--- src/rtl/paddle_controller.sv ---
// Paddle AI: per frame tick, picks a target Y (hold, track the ball, or predict the
// ball's intercept with the paddle column including wall bounces), then moves the
// paddle one bounded step toward it, clamped to the playfield.
module paddle_controller #(
  parameter int COORD_W     = 16,
  parameter int HALF_PADDLE = 50,
  parameter int STEP        = 5,
  parameter int DEAD_ZONE   = 2,
  parameter int MAX_ITER    = 64,
  parameter int INIT_Y      = 190
) (
  input  logic                 clk,
  input  logic                 rst,
  input  logic                 frame_tick,
  input  logic [1:0]           mode,
  input  logic [2*COORD_W-1:0] dimensions,
  input  logic [2*COORD_W-1:0] ball_pos,
  input  logic [2*COORD_W-1:0] ball_vel,
  input  logic [COORD_W-1:0]   paddle_x,
  output logic [COORD_W-1:0]   paddle_y,
  output logic                 busy,
  output logic                 done,
  output logic                 at_limit,
  output logic                 tick_overrun
);

  localparam int IW = COORD_W + 2;
  localparam int CW = $clog2(MAX_ITER + 1);

  typedef logic signed [IW-1:0] sword_t;
  typedef enum logic [1:0] {IDLE, PREDICT, MOVE} state_t;

  localparam sword_t ZERO     = sword_t'(0);
  localparam sword_t ONE      = sword_t'(1);
  localparam sword_t HALF_S   = sword_t'(HALF_PADDLE);
  localparam sword_t PADDLE_H = sword_t'(2 * HALF_PADDLE);
  localparam sword_t STEP_S   = sword_t'(STEP);
  localparam sword_t DEAD_S   = sword_t'(DEAD_ZONE);
  localparam sword_t SAT_HI   = sword_t'((1 << COORD_W) - 1);
  localparam sword_t SAT_LO   = ZERO - SAT_HI - ONE;

  function automatic sword_t clamp(input sword_t v, input sword_t lo, input sword_t hi);
    if (v < lo) return lo;
    if (v > hi) return hi;
    return v;
  endfunction

  // Keeps the predicted y inside a range where the next y+vy cannot wrap.
  function automatic sword_t sat_coord(input sword_t v);
    return clamp(v, SAT_LO, SAT_HI);
  endfunction

  function automatic sword_t uext(input logic [COORD_W-1:0] v);
    return sword_t'({2'b00, v});
  endfunction

  function automatic sword_t sext(input logic [COORD_W-1:0] v);
    return sword_t'({{2{v[COORD_W-1]}}, v});
  endfunction

  state_t        state, state_nx;
  logic [CW-1:0] iter, iter_nx;
  sword_t        h, px, x, y, vx, vy, target;
  sword_t        x_nx, y_nx, vy_nx, target_nx;
  sword_t        x_step, y_sum, y_refl, vy_refl;
  sword_t        centre, cand, limit, moved;
  logic          crossed, away, load;
  logic [COORD_W-1:0] py_nx;
  logic          done_nx, lim_nx, overrun_nx;
  logic          unused_width;

  assign unused_width = ^dimensions[2*COORD_W-1:COORD_W];
  assign busy = (state != IDLE);

  // Next-state, prediction step and paddle move arithmetic.
  always_comb begin
    state_nx   = state;
    iter_nx    = iter;
    x_nx       = x;
    y_nx       = y;
    vy_nx      = vy;
    target_nx  = target;
    load       = 1'b0;
    py_nx      = paddle_y;
    done_nx    = 1'b0;
    lim_nx     = at_limit;
    overrun_nx = frame_tick && (state != IDLE);

    x_step  = x + vx;
    y_sum   = y + vy;
    y_refl  = y_sum;
    vy_refl = vy;
    if (y_sum < ZERO) begin
      y_refl  = sat_coord(ZERO - y_sum);
      vy_refl = ZERO - vy;
    end else if (y_sum >= h) begin
      y_refl  = sat_coord(((h - ONE) <<< 1) - y_sum);
      vy_refl = ZERO - vy;
    end
    crossed = (vx > ZERO) ? (x_step >= px) : (x_step <= px);
    away    = (vx == ZERO) || ((vx > ZERO) && (x > px)) || ((vx < ZERO) && (x < px));

    centre = uext(paddle_y) + HALF_S;
    if (centre < target - DEAD_S)      cand = uext(paddle_y) + STEP_S;
    else if (centre > target + DEAD_S) cand = uext(paddle_y) - STEP_S;
    else                               cand = uext(paddle_y);
    limit = h - PADDLE_H;
    moved = (limit < ZERO) ? ZERO : clamp(cand, ZERO, limit);

    case (state)
      IDLE: begin
        if (frame_tick) begin
          load     = 1'b1;
          state_nx = (mode == 2'd2) ? PREDICT : MOVE;
        end
      end
      PREDICT: begin
        if (away) begin
          target_nx = h >>> 1;
          state_nx  = MOVE;
        end else begin
          x_nx    = x_step;
          y_nx    = y_refl;
          vy_nx   = vy_refl;
          iter_nx = iter + CW'(1);
          if (crossed || (iter == CW'(MAX_ITER - 1))) begin
            target_nx = clamp(y_refl, ZERO, h - ONE);
            state_nx  = MOVE;
          end
        end
      end
      MOVE: begin
        py_nx    = moved[COORD_W-1:0];
        lim_nx   = (moved == ZERO) || (moved == limit);
        done_nx  = 1'b1;
        iter_nx  = '0;
        state_nx = IDLE;
      end
      default: state_nx = IDLE;
    endcase
  end

  // Control state and outputs, cleared by the asynchronous reset.
  always_ff @(posedge clk or negedge rst) begin
    if (!rst) begin
      state        <= IDLE;
      iter         <= '0;
      paddle_y     <= COORD_W'(INIT_Y);
      done         <= 1'b0;
      at_limit     <= 1'b0;
      tick_overrun <= 1'b0;
    end else begin
      state        <= state_nx;
      iter         <= iter_nx;
      paddle_y     <= py_nx;
      done         <= done_nx;
      at_limit     <= lim_nx;
      tick_overrun <= overrun_nx;
    end
  end

  // Datapath registers: inputs captured on the accepted tick, then stepped by PREDICT.
  always_ff @(posedge clk) begin
    if (load) begin
      h      <= uext(dimensions[COORD_W-1:0]);
      px     <= uext(paddle_x);
      x      <= uext(ball_pos[2*COORD_W-1:COORD_W]);
      y      <= uext(ball_pos[COORD_W-1:0]);
      vx     <= sext(ball_vel[2*COORD_W-1:COORD_W]);
      vy     <= sext(ball_vel[COORD_W-1:0]);
      target <= (mode == 2'd1) ? uext(ball_pos[COORD_W-1:0]) : uext(paddle_y) + HALF_S;
    end else begin
      x      <= x_nx;
      y      <= y_nx;
      vy     <= vy_nx;
      target <= target_nx;
    end
  end

endmodule
--- config.mk ---
export PLATFORM = sky130hd
export DESIGN_NAME = paddle_controller
export DESIGN_NICKNAME = d
export VERILOG_FILES = /design/src/rtl/paddle_controller.sv
export SDC_FILE = /design/constraint.sdc
export NUM_CORES = 1
export LEC_CHECK = 0
export ABC_AREA = 1
export CAP_MARGIN = 10
export CORE_ASPECT_RATIO = 1.2
export CORE_MARGIN = 4
export CORE_UTILIZATION = 60
export DETAILED_ROUTE_END_ITERATION = 8
export PLACE_DENSITY_LB_ADDON = 0.12
export SETUP_SLACK_MARGIN = 0.1
export SKIP_CTS_REPAIR_TIMING = 1
export SLEW_MARGIN = 20
export SYNTH_ARGS = -nofsm -noshare
export SYNTH_HDL_FRONTEND = slang
export SYNTH_SLANG_ARGS = --single-unit
--- constraint.sdc ---
create_clock -name clk -period 7.2 [get_ports clk]
set_input_delay 0.72 -clock clk [delete_from_list [all_inputs] [get_ports clk]]
set_output_delay 0.72 -clock clk [all_outputs]
set_load 0.005 [all_outputs]
After elaboration in Yosys (flattened, before gate mapping)

Index checks and enable logic that the tools add are counted.
W data, S select, Z words.

Word-level logic and storage cells: 151
Bits in registers: 148
Output and inout bits: 20

Muxes and demuxes: 72
Add/subtract/negate cells: 13
Equal/unequal tests: 10
Bitwise gates (word level): 1
Reductions and logical operators: 21
$lt $le $gt $ge: 19

Operators with widths:

| operator                | number |
|---|---|
| $mux W18                | 30 |
| $mux W16                | 6 |
| $gt A18 B17 Y1          | 3 |
| $lt A18 B1 Y1 const B   | 3 |
| $ge A18 B17 Y1          | 2 |
| $gt A18 B17 Y1 const B  | 2 |
| $logic_not A18 Y1       | 2 |
| $lt A18 B17 Y1 const B  | 2 |
| $sub A1 B18 Y18 const A | 2 |
| $mux W1                 | 28 |
| $add A18 B16 Y18        | 1 |
| $add A18 B18 Y18        | 1 |
| $add A18 B3 Y18 const B | 1 |
| $eq A18 B17 Y1          | 1 |
| $gt A18 B18 Y1          | 1 |
| $le A18 B17 Y1          | 1 |
| $lt A18 B17 Y1          | 1 |
| $lt A18 B18 Y1          | 1 |
| $sub A18 B18 Y18        | 1 |
| $sub A18 B3 Y18 const B | 1 |
| $add A16 B3 Y17 const B | 1 |
| $add A16 B6 Y17 const B | 1 |
| $lt A17 B1 Y1 const B   | 1 |
| $mux W17                | 1 |
| 24 further kinds        | 42 |

Longest topological paths before layout

Gate-level depths: netlist (run 1).

Word-level depth: 28
Depth in mapped cells: 50
Depth with buffers taken out: 48

Least setup slack after synthesis (run 1)

No wires, ideal clock.

Path kind: flip-flop to flip-flop
Start point: reg vy[0]
End point: reg target[0] (data pin)
Data arrival time: 5.533 ns
Clock period less this slack: 5.791 ns
Path slack: 1.409 ns
Library setup time: 0.259 ns
Cell stages (with the launch flop): 39
Path buffers: 2
Required time: 6.941 ns
Path through: edfxtp_1 > ha_1 > fa_1 > nand3_1 > nand2_2 > xnor2_1 > inv_1 > ha_1 > nand2_1 > inv_1 > nand3_1 > o21ai_0 > a21oi_1 > o31ai_1 > nand2_1 > nand2_1 > nand2_1 > nand2_1 > [... 3 more ...] > buf_4 > nand2_1 > nand2_1 > nand2_1 > inv_1 > ha_1 > a21oi_1 > nor2_1 > a211oi_1 > a21oi_1 > o2111ai_1 > o211ai_1 > xor2_1 > nand2_1 > clkinv_1 > clkbuf_1 > o21ai_0 > nand2_1

Word-level cells in the longest chain between the ends: 23

RTL lines:

| element                  | RTL line | text |
|---|---|---|
| start: declaration       | 63       | `sword_t h, px, x, y, vx, vy, target;` |
| start signal: assignment | 170      | `vy <= sext(ball_vel[COORD_W-1:0]);` |
| start signal: assignment | 175      | `vy <= vy_nx;` |
| $add A18 B18 Y18 (*)     | 90       | `y_sum = y + vy;` |
| $sub A18 B18 Y18         | 97       | `y_refl = sat_coord(((h - ONE) <<< 1) - y_sum);` |
| $gt A18 B17 Y1           | 44       | `if (v > hi) return hi;` |
| $mux W1 (2 in a row)     | 44       |  |
| $mux W1                  | 96       | `end else if (y_sum >= h) begin` |
| $mux W1                  | 93       | `if (y_sum < ZERO) begin` |
| $mux W18                 | 45       | `return v;` |
| $mux W18                 | 44       |  |
| [... 6 more ...]         | -        |  |
| $mux W1                  | 118      | `if (away) begin` |
| $mux W1                  | 110      | `case (state)` |
| $mux W18                 | 45       |  |
| $mux W18 (*)             | 44       |  |
| $mux W18 (*)             | 126      | `if (crossed \|\| (iter == CW'(MAX_ITER - 1))) begin` |
| $mux W18 (*)             | 118      |  |
| $mux W18 (*)             | 110      |  |
| $mux W18 (*)             | 164      | `if (load) begin` |
| end signal: assignment   | 171      | `target <= (mode == 2'd1) ? uext(ball_pos[COORD_W-1:0]) : uext(paddle_y) + HALF_S;` |
| end signal: assignment   | 176      | `target <= target_nx;` |
| end: declaration         | 63       |  |

Every way passes the cells marked *; elsewhere a longest branch is shown, timed or not. The select of a mux whose other input is x is not followed.
A chain may end at the register's enable or synchronous reset.

Worst setup path after layout (run 1)

Start point: reg paddle_y[2]
End point: reg at_limit

Word-level cells in the longest chain between the ends: 12

RTL lines:

| element                                             | RTL line | text |
|---|---|---|
| start: declaration                                  | 20       | `output logic [COORD_W-1:0] paddle_y,` |
| start signal: assignment                            | 148      | `paddle_y <= COORD_W'(INIT_Y);` |
| start signal: assignment                            | 155      | `paddle_y <= py_nx;` |
| $add A16 B6 Y17                                     | 103      | `centre = uext(paddle_y) + HALF_S;` |
| $gt A18 B18 Y1                                      | 105      | `else if (centre > target + DEAD_S) cand = uext(paddle_y) - STEP_S;` |
| $mux W18                                            | 105      |  |
| $mux W18 (*)                                        | 104      | `if (centre < target - DEAD_S) cand = uext(paddle_y) + STEP_S;` |
| $gt A18 B17 Y1                                      | 44       |  |
| $mux W1 (2 in a row)                                | 44       |  |
| $mux W18                                            | 45       |  |
| $mux W18 (*)                                        | 44       |  |
| $mux W18 (*)                                        | 108      | `moved = (limit < ZERO) ? ZERO : clamp(cand, ZERO, limit);` |
| $eq A18 B17 Y1 or $logic_not A18 Y1 (tied branches) | 134      | `lim_nx = (moved == ZERO) \|\| (moved == limit);` |
| $logic_or A1 B1 Y1 (*)                              | 134      |  |
| end signal: assignment                              | 157      | `at_limit <= lim_nx;` |
| end: declaration                                    | 23       | `output logic at_limit,` |

Marks and branches as above.

==> results.yml, run 1 <==
route:
  num_vias: 15300
  drc: 0
  avgViaCountPerCell: 5.63
  routed_wl_mm: 46.3
  ant_nets: 0
  wl_per_cell_um: 17.0
  first_pass_iters: 5
  initialDrtViolationCount: 1090
layout:
  multiInputGateArea_sq_um: 10300
  final_cell_mix: "nand2_1, inv_1, nor2_1, ha_1, clkdlybuf4s50_1"
  drive_gt1_share_pct: 6.44
  nets: 2676
  final_common_cell: "nand2_1"
  ff_latch_area_sq_um: 4270
  area_growth_pct: 13.6
  num-fill-cells: 2266
  final_cell_area_sq_um: 18100
  final_util_pct: 69.0
synthesis:
  synthDistinctLibCells: 59
  syn_area_sq_um: 15900
  async_reset_ff_share_pct: 18.9
  synth_nets: 2568
  synthCells: 2269
  ys_seq_area_share_pct: 26.8
  yosys_warnings: 0
  synth_seq_cells: 148
  synth-edff-count: 116
  avgSynthCellArea_sq_um: 7.02
  synth_ff_type: "edfxtp_1"
sta:
  max_slew.worst_pin.slew_ps: 813
  fin_skew_ps: 22.2
  tns_ps: 0
  fin_hold_ws_ps: 469
  slew_headroom_pct: 45.7
  setup_viol: 0
  fin_crit_ps: 6600
  fmax_ghz: 0.152
  finalHoldViolCount: 0
  period_share_pct: 91.6
  slew_viol_final: 0
  rsz0062_at_grt: "false"
grt:
  antenna_found_initial: 5
  grt_max_degree: 70
  gr-total-overflow: 0
  track_usage_pct: 31.3
  grt_pass1_vias: 14700
  grt_pass1_wl_mm: 73.0
clock_network:
  tritoncts: "built"
  clock_latency_ps: 460
  cts.sinks: 148
  cts_buffers: 17
  cts_buffer_depth: 2
  clkTransAtPathRegs_ps: 80
  h-tree-depth: 4
  cts_root_buf: "clkbuf_16"
setup_path:
  rr_worst_depth: 46
  crit_path_start_kind: "flip-flop"
  slowest_delay_ps: 610
  crit_fanout: 27
  reg2reg_from: "paddle_y[2]"
  endpoint_kind: "flip-flop"
  regToRegSetupSlack_ps: 600
  slowest_stage: "dfstp_2"
  crit_arrival_ps: 6970
  worstSetupPathType: "flip-flop to flip-flop"
  crit_start: "paddle_y[2]"
  critPathRequiredTime_ps: 7580
  reg2reg_to: "at_limit"
  crit_top_cell: "nand2_1"
  critPathCapture: "at_limit"
worst_hold_path:
  min_from: "iter[6]"
  hold_class: "flip-flop to flip-flop"
job:
  drv_cap: 0
floorplanning:
  num_rows: 65
  chipHeight_um: 186
  die_w_um: 157
  core_area_sq_um: 26200
  boundaryPins: 137
  start_util_pct: 60.8
  die_area_sq_um: 29200
place:
  hpwl_mm: 37.2
  io_buffers: 120
  post_dp_cell_area_sq_um: 17500
  gp_congestion: 0.978
status:
  status: "finished, final reports clean"
-- synthesized netlist by cell type, types with 15 or more instances --
library cell / instances / area share, %
xnor2_1: 31 / 1.7
nand2_2: 20 / 0.79
nand2_1: 660 / 16
nor2_1: 192 / 4.5
nand3_1: 96 / 3.0
o21ai_1: 19 / 0.60
a21oi_1: 110 / 3.5
xor2_1: 107 / 5.9
o211ai_1: 15 / 0.71
o21ai_0: 117 / 3.7
clkbuf_1: 34 / 0.80
edfxtp_1: 116 / 22
nand4_1: 44 / 1.7
dfrtp_1: 22 / 3.5
nor3_1: 36 / 1.1
inv_1: 291 / 6.9
ha_1: 179 / 14
-- through the flow --
step / std cells / setup WS [ps]
after detailed placement: 2693 / 665
after global placement: 2693 / 787
after CTS: 2725 / 600
after floorplan: 2269 / 1410
final: 2726 / 602
after global routing: 2726 / 112
-- worst max-delay path, delay by kind of cell, from the launching register on --
kind	cells	cell delay, ps
AO/OA/AOI/OAI	4	560
buffers and inverters	7	990
AND/OR/NAND/NOR	30	2800
adder cells (fa/ha/maj)	3	900
flip-flops	1	610
XOR/XNOR	2	620
-- layout make-up --
type	count	area share (%)
multi-input cells	1757	56.8
inverters	308	6.41
repair buffers	145	7.68
diodes	1	0.0138
flip-flops and latches	148	23.6
clock inverters	15	0.824
well taps	335	2.32
clock buffers	17	2.35
-- flip-flops by register name (all words and copies together) (netlist names) --
register,count
y,18
done,1
paddle_y,16
vx,16
px,16
target,18
h,16
tick_overrun,1
state,2
vy,18
iter,7
x,18
at_limit,1
-- metal layers --
| metal | up-vias | part of all wire [%] | track usage [%] |
|---|---|---|---|
| met4 | 4 | 5.5 | 16.0 |
| met5 | - | 0.052 | 0 |
| met3 | 139 | 5.4 | 3.57 |
| met1 | 7024 | 41 | 39.0 |
| met2 | 506 | 48 | 52.9 |
| li1 | 7664 | - | - |
-- kinds of logic after synthesis --
logic type / count (synthesis) / synth area share (%)
AOI/OAI and AO/OA: 325 / 11.7
xor gates and xnor gates: 144 / 8.21
adders and majority gates: 182 / 14.4
buffers and inverters: 364 / 8.91
DFF: 148 / 26.8
and+or+nand+nor: 1106 / 29.9
-- how the worst min path moves through the flow --
stage | endpoint | slack (ps) | cells after the start
final | iter[6] | 470 | 1
after CTS | iter[6] | 470 | 1
after floorplan | at_limit | 420 | 0
after global routing | iter[6] | 500 | 1
after detailed placement | iter[6] | 460 | 1
after global placement | iter[6] | 450 | 1
Power of run 1 is not shown: default switching activity piles up to over one toggle a cycle in this logic, so the estimate is an artifact.
==> inputs of run 2 (changes only) <==
PLACE_DENSITY = 0.93   (was not set)
PLACE_DENSITY_LB_ADDON = not set   (was 0.12)
==> run 2 against run 1 <==
Effect of this change:
- core utilization is 0.14 points higher
- routed wire length grew 3.4%
- largest cell class unchanged
- non-clock buffer count increased by 2
- global-route usage rose by 1.2 points
- cell count about the same
- sequential share of layout area about the same
- highest routed layer unchanged
- worst hold slack gained 11 ps
==> results.yml, run 2 (synthesis gave the netlist of run 1 again) <==
clock_network:
  cts_root_buf: "clkbuf_16"
  clkTransAtPathRegs_ps: 70
  cts_buffer_depth: 2
  cts.sinks: 148
  clock_latency_ps: 450
  h-tree-depth: 4
  tritoncts: "built"
  cts_buffers: 17
grt:
  grt_pass1_vias: 15400
  gr-total-overflow: 0
  grt_max_degree: 94
  grt_pass1_wl_mm: 76.3
  track_usage_pct: 32.5
  antenna_found_initial: 1
floorplanning:
  die_area_sq_um: 29200
  boundaryPins: 137
  chipHeight_um: 186
  num_rows: 65
  die_w_um: 157
  core_area_sq_um: 26200
  start_util_pct: 60.8
route:
  wl_per_cell_um: 17.5
  drc: 0
  avgViaCountPerCell: 5.79
  initialDrtViolationCount: 1345
  first_pass_iters: 6
  routed_wl_mm: 47.8
  ant_nets: 0
  num_vias: 15800
sta:
  fin_skew_ps: 14.2
  max_slew.worst_pin.slew_ps: 988
  fin_hold_ws_ps: 480
  setup_viol: 0
  rsz0062_at_grt: "true"
  slew_viol_final: 0
  period_share_pct: 91.2
  fin_crit_ps: 6570
  tns_ps: 0
  slew_headroom_pct: 34.2
  fmax_ghz: 0.152
  finalHoldViolCount: 0
worst_hold_path:
  hold_class: "flip-flop to flip-flop"
  whs_path_depth: 1
  min_from: "iter[6]"
  holdPathEnd: "iter[6]"
layout:
  final_common_cell: "nand2_1"
  layoutNonFillerInstCount: 2727
  area_growth_pct: 13.8
  antennaDiodeCount: 0
  final_cell_mix: "nand2_1, inv_1, nor2_1, ha_1, clkdlybuf4s50_1"
  drive_gt1_share_pct: 6.52
  nets: 2678
setup_path:
  endpoint_kind: "flip-flop"
  regToRegSetupSlack_ps: 630
  worstSetupPathType: "flip-flop to flip-flop"
  critPathRequiredTime_ps: 7590
  crit_arrival_ps: 6950
  crit_fanout: 30
  crit_path_start_kind: "flip-flop"
  rr_worst_depth: 45
  slowest_delay_ps: 600
  slowest_stage: "dfstp_2"
  reg2reg_to: "at_limit"
  reg2reg_from: "paddle_y[2]"
  crit_top_cell: "nand2_1"
place:
  post-place-cells: 2695
  gp_congestion: 1.02
  io_buffers: 120
  hpwl_mm: 38.4
job:
  drv_cap: 0
status:
  status: "finished, final reports clean"
==> run 2: cell count changes in the layout (fill, tap and decap cells not counted), sizes merged <==
cell | before | now
buf | 25 | 27
bufinv | 1 | 2
clkinvlp | 2 | 0
diode | 1 | 0
clkinv | 13 | 11
clkbuf | 17 | 21
inv | 307 | 306
==> run 2: area by class of cell <==
cell class                      count  area (sq um)
Tap cell                          335           419
Sequential cell                   148          4270
Clock inverter                     11           141
Multi-Input combinational cell   1757         10300
Fill cell                        2153          8070
Inverter                          308          1160
Timing Repair Buffer              147          1410
Clock buffer                       21           450
==> run 2: metrics by stage <==
| step | setup slack, ps | instance area [sq um] | utilization, % |
|---|---|---|---|
| detailed placement | 508 | 17500 | 66.8 |
| global placement | 636 | 17500 | 66.8 |
| global route | 58.5 | 18100 | 69.2 |
| CTS | 472 | 18100 | 69.0 |
| floorplan | 1410 | 15900 | - |
| finish | 635 | 18100 | 69.2 |
==> run 2: worst max-delay path, delay by kind of cell (launching register included) <==
kind | cells | cell delay (ps)
buffers and inverters | 6 | 970
xor gates and xnor gates | 2 | 610
and+or+nand+nor | 32 | 3160
adders and majority gates | 2 | 630
AOI/OAI and AO/OA | 3 | 480
DFF | 1 | 600
==> run 2: how the worst max path moves through the flow <==
| stage | start | to | slack, ps | cells after the start |
|---|---|---|---|---|
| after floorplan | vy[0] | target[0] | 1410 | 38 |
| after global placement | paddle_y[2] | at_limit | 640 | 46 |
| after detailed placement | paddle_y[2] | at_limit | 510 | 47 |
| after CTS | paddle_y[2] | at_limit | 470 | 47 |
| after global routing | paddle_y[2] | at_limit | 60 | 48 |
| final | paddle_y[2] | at_limit | 630 | 45 |
==> run 2: routing by layer <==
metal / vias up / wire length (um) / GRT usage (%)
met4: 2 / 2820 / 17.7
met5: - / 13 / 0
li1: 7669 / - / -
met1: 7238 / 18400 / 39.4
met2: 731 / 23200 / 55.5
met3: 161 / 3400 / 4.04
Power of run 2 is left out for the same reason.
